<file path="config.mk">
export PLATFORM = sky130hd
export DESIGN_NAME = fetch_queue
export DESIGN_NICKNAME = d
export VERILOG_FILES = /design/src/rtl/fetch_queue.sv
export SDC_FILE = /design/constraint.sdc
export NUM_CORES = 1
export LEC_CHECK = 0
export BUFFER_PORTS_ARGS = -buffer_cell sky130_fd_sc_hd__buf_2
export CAP_MARGIN = 20
export CORE_MARGIN = 1
export CORE_UTILIZATION = 45
export CTS_BUF_LIST = sky130_fd_sc_hd__clkbuf_2 sky130_fd_sc_hd__clkbuf_4 sky130_fd_sc_hd__clkbuf_8
export DETAILED_ROUTE_END_ITERATION = 10
export GPL_ROUTABILITY_DRIVEN = 0
export PLACE_DENSITY_LB_ADDON = 0.12
export SYNTH_ARGS = -nofsm -noshare
export SYNTH_HDL_FRONTEND = slang
export SYNTH_SLANG_ARGS = --single-unit
</file>
<file path="constraint.sdc">
create_clock -name clk_i -period 8.4 [get_ports clk_i]
set_input_delay 1.26 -clock clk_i [delete_from_list [all_inputs] [get_ports clk_i]]
set_output_delay 1.26 -clock clk_i [all_outputs]
set_load 0.03 [all_outputs]
</file>
<file path="src/rtl/fetch_queue.sv">
// fetch_queue: instruction fetch front end feeding decode from a prefetch FIFO of {pc, instr} pairs.
//   clk_i, rst_ni        clock, asynchronous active-low reset
//   imem_req_o/addr_o    fetch request and address, held until imem_gnt_i
//   imem_gnt_i           request accepted this cycle
//   imem_rvalid_i/rdata_i one response per grant, at least one cycle later
//   redirect_i/pc_i      flush the FIFO and restart fetch at redirect_pc_i
//   if_valid_o/pc_o/instr_o  FIFO head toward decode (zero when empty)
//   id_ready_i           decode takes the head this cycle
//   q_count_o            occupied FIFO entries
module fetch_queue #(
   parameter int PC_W  = 9,
   parameter int INS_W = 32,
   parameter int DEPTH = 4
) (
   input  logic                       clk_i,
   input  logic                       rst_ni,
   output logic                       imem_req_o,
   output logic [PC_W-1:0]            imem_addr_o,
   input  logic                       imem_gnt_i,
   input  logic                       imem_rvalid_i,
   input  logic [INS_W-1:0]           imem_rdata_i,
   input  logic                       redirect_i,
   input  logic [PC_W-1:0]            redirect_pc_i,
   output logic                       if_valid_o,
   output logic [PC_W-1:0]            if_pc_o,
   output logic [INS_W-1:0]           if_instr_o,
   input  logic                       id_ready_i,
   output logic [$clog2(DEPTH):0]     q_count_o
);
   localparam int AW = $clog2(DEPTH);
   localparam int CW = AW + 1;
   typedef enum logic [1:0] {IDLE, REQ, WAIT, DROP} state_t;
   state_t            state_q, state_d;
   logic [PC_W-1:0]   fetch_pc_q, fetch_pc_d;
   logic [AW-1:0]     rd_ptr_q, wr_ptr_q;
   logic [CW-1:0]     count_q;
   logic [PC_W-1:0]   pc_mem_q  [DEPTH];
   logic [INS_W-1:0]  ins_mem_q [DEPTH];
   logic              push, pop;
   // IDLE only requests when a slot is free; pops can only add room before the
   // response lands, so the outstanding request always has a reserved slot.
   always_comb begin
      state_d    = state_q;
      fetch_pc_d = fetch_pc_q;
      push       = 1'b0;
      case (state_q)
         IDLE: state_d = (count_q < CW'(DEPTH)) ? REQ : IDLE;
         REQ:  state_d = imem_gnt_i ? WAIT : REQ;
         WAIT: begin
            push       = imem_rvalid_i;
            fetch_pc_d = imem_rvalid_i ? fetch_pc_q + PC_W'(4) : fetch_pc_q;
            state_d    = imem_rvalid_i ? IDLE : WAIT;
         end
         DROP: state_d = imem_rvalid_i ? IDLE : DROP;
         default: state_d = IDLE;
      endcase
      // Redirect wins: go to DROP only if a response is still owed after this edge.
      // A response arriving in DROP on the redirect edge settles the debt, so go idle.
      if (redirect_i) begin
         push       = 1'b0;
         fetch_pc_d = redirect_pc_i;
         state_d    = ((state_q == REQ && imem_gnt_i) ||
                       ((state_q == WAIT || state_q == DROP) && !imem_rvalid_i)) ? DROP : IDLE;
      end
   end
   assign pop         = if_valid_o & id_ready_i & ~redirect_i;
   assign imem_req_o  = (state_q == REQ);
   assign imem_addr_o = fetch_pc_q;
   assign if_valid_o  = (count_q != '0);
   assign if_pc_o     = if_valid_o ? pc_mem_q[rd_ptr_q] : '0;
   assign if_instr_o  = if_valid_o ? ins_mem_q[rd_ptr_q] : '0;
   assign q_count_o   = count_q;
   always_ff @(posedge clk_i or negedge rst_ni) begin
      if (!rst_ni) begin
         state_q    <= IDLE;
         fetch_pc_q <= '0;
         rd_ptr_q   <= '0;
         wr_ptr_q   <= '0;
         count_q    <= '0;
      end else begin
         state_q    <= state_d;
         fetch_pc_q <= fetch_pc_d;
         rd_ptr_q   <= redirect_i ? '0 : rd_ptr_q + AW'(pop);
         wr_ptr_q   <= redirect_i ? '0 : wr_ptr_q + AW'(push);
         count_q    <= redirect_i ? '0 : count_q + CW'(push) - CW'(pop);
      end
   end
   // Storage needs no reset: contents are only visible when count_q says so.
   always_ff @(posedge clk_i) begin
      if (push) begin
         pc_mem_q[wr_ptr_q]  <= fetch_pc_q;
         ins_mem_q[wr_ptr_q] <= imem_rdata_i;
      end
   end
endmodule

</file>
==> metrics.md <==
| Metric | Value |
|---|---|
| Num CTS Buffers | 17 |
| Chip width | 128 µm |
| DP Wirelength | 7470 µm |
| Seq cells post-synth | 182 |
| Min-Delay Path Class | reg2reg |
| Largest net degree at the start of global routing | 43 |
| Area leader, netlist | edfxtp_1 |
| Drt pass-1 iters | 4 |
| Grt total ovfl | 0 |
| DR vias | 3,586 |
| Standard-cell rows | 45 |
| Vias in the first global route | 3,689 |
| Initial antenna violation count | 0 |
| Sequential fraction of the synthesis area | 75.4% |
| CP Max Fanout | 42 |
| Type of origin of the critical path | flip-flop |
| Die H | 128 µm |
| H-tree levels | 4 |
| Final Util | 54.2% |
| Clock transition at path regs | 0.09 ns |
| Routed len/inst | 18.6 µm |
| Clock buffer depth | 2 |
| Finished Cell Area | 8300 µm² |
| DIE AREA | 16,300 µm² |
| Buffers on Ports | 101 |
| Fin nets | 516 |
| Critical path class | reg2out |
| Final setup viols | 0 |
| Setup crit start | rd_ptr_q[0] |
| Slew Limit Fails | 0 |
| Ant diodes | 0 |
| # hold bufs at CTS | 0 |
| Power per Cell Area | 262 nW/µm² |
| Leading cell types in the layout, fill and taps excluded | 164 x edfxtp_1, 101 x buf_2, 44 x nor2b_1 |
| Min-delay src | imem_addr_o[0] |
| DR vias/cell | 5.22 |
| Post-CTS sizing | 0 |
| IO Count | 102 |
| Initial Util | 46.5% |
| Reg2Reg Launch Point | q_count_o[1] |
| Total GRT Usage | 17.0% |
| First-pass GRT wire length | 20,100 µm |
| CTS tree | built |
| Setup Total Neg Slack | 0 ns |
| Internal reg-to-reg setup slack | 5.67 ns |
| Synthesis-to-layout area growth | 16.4% |
| Yosys warnings | 0 |
| Worst Path Arrival | 2.48 ns |
| Synth cell types | 33 |
| Layout cells sized above 1 | 40.8% |
| Worst Path Required | 7.14 ns |
| Drt drc | 0 |
| Kind of end point of the critical path | output port |
| RSZ-0062 raised after global routing | no |
| Mapped cell area | 7130 µm² |
| Post-Syn Area per Cell | 20.2 µm² |
| Slew of the pin with the lowest slew margin | 0.885 ns |
| Worst-skew pair later-pin latency | 0.45 ns |
| Routed wire length | 12,800 µm |
| DP Area | 7920 µm² |
| Slew Limit Headroom | 41.0% |
| Syn Inst Count | 352 |
| Peak VDD IR | 0.000268 V |
| LEAKAGE | 2.91 nW |
| Dpl ws | 4.99 ns |
| Min cycle time layout | 3.74 ns |
| Final Skew | 0.0121 ns |
| Status | complete, no violations |
| Final hold vios | 0 |
| Synthesized net count | 405 |
| Sinks on Clock Net | 182 |
| ANT nets after route | 0 |
| Post-CTS setup buffers | 0 |
| Max cap viols | 0 |
| Number of DRC markers in iteration 0 | 250 |
| Max Fclk | 268 MHz |
| Top cell type's share of synthesized area | 69.1% |
| WHS | 0.573 ns |
| Synth top area cells | edfxtp_1 69%, mux4_2 13%, dfrtp_1 6.3% |
| Clock root buffer | clkbuf_8 |
| Core footprint | 15,300 µm² |
| Most common cell after layout, fill and taps aside | edfxtp_1 |
| Final Cycle Share | 44.5% |
| Setup ws final | 4.66 ns |
[layout make-up]
| type | instances | area [µm²] |
|---|---|---|
| Fill cell | 1242 | 7020 |
| Sequential cell | 182 | 5380 |
| Multi-Input combinational cell | 147 | 1680 |
| Timing Repair Buffer | 109 | 578 |
| Clock buffer | 29 | 355 |
| Tap cell | 211 | 264 |
| Inverter | 6 | 22.5 |
| Clock inverter | 3 | 20.0 |
[cells by family (layout without fill, tap and decap cells)]
| family | Yosys count | after routing | synth area share, % |
|---|---|---|---|
| fa+ha+maj | 6 | 6 | 1.16 |
| xor+xnor | 7 | 7 | 0.860 |
| buf+inv | 23 | 147 | 1.40 |
| compound gates | 12 | 12 | 1.11 |
| mux | 44 | 44 | 13.4 |
| simple gates | 78 | 78 | 6.64 |
| flops | 182 | 182 | 75.4 |
[worst paths after layout]
| kind | end | cells past startpoint |
|---|---|---|
| max in group asynchronous | rd_ptr_q[0] | 1 |
| hold / removal | pc_mem_q[3][0] | 0 |
| hold reg to reg | pc_mem_q[3][0] | 0 |
| setup reg to reg | q_count_o[2] | 11 |
| setup / recovery | if_pc_o[7] | 3 |
| min in group asynchronous | imem_addr_o[0] | 1 |
[power breakdown]
group / switching [W] / internal [W]
clock: 0.000277 / 0.000267
combinational: 0.000357 / 0.000195
sequential: 0.0000588 / 0.00102
[through the flow]
stage                     total power [W]  instances
after floorplan                   0.00149        352
after global placement            0.00166        654
after detailed placement          0.00167        655
after CTS                         0.00221        687
after global routing              0.00227        687
final                             0.00218        687
[state kept, by name, summed over array words and instances, names as in the netlist]
name         cells
imem_addr_o      9
state_q          2
wr_ptr_q         2
ins_mem_q      128
pc_mem_q        36
q_count_o        3
rd_ptr_q         2
[metal layers]
layer	GRT usage, %	wire length (µm)	vias up
li1	-	-	1617
met1	22.4	5710	1849
met2	27.5	6320	103
met3	4.26	558	17
met4	6.71	221	0
met5	0	0	-
[cell usage after synthesis]
master and count:
o211ai_1 3, o21ai_0 4, nor2b_1 44, a31oi_1 1, nor2_1 6, nand3_1 5, inv_1 6, nand3b_4 1
and3_1 2, nand4b_1 1, nor4b_1 2, o31ai_1 1, and2b_2 1, nor3_1 2, nor4_1 1, a211oi_1 1
xor2_1 3, mux2i_1 1, buf_2 5, fa_1 1, or4_1 4, a22o_2 1, ha_1 5, xnor2_1 4
nand4_1 1, clkbuf_1 10, edfxtp_1 164, dfrtp_1 18, nand2_1 8, mux2_2 2, a21oi_1 1, mux4_2 41
buf_4 2
[critical path, stage by stage, from the launching register on]
cell     delay [ns]
dfrtp_4        0.99
mux4_2         0.59
nor2b_1        0.17
buf_2          0.21
(Power assumes the default switching activity.)
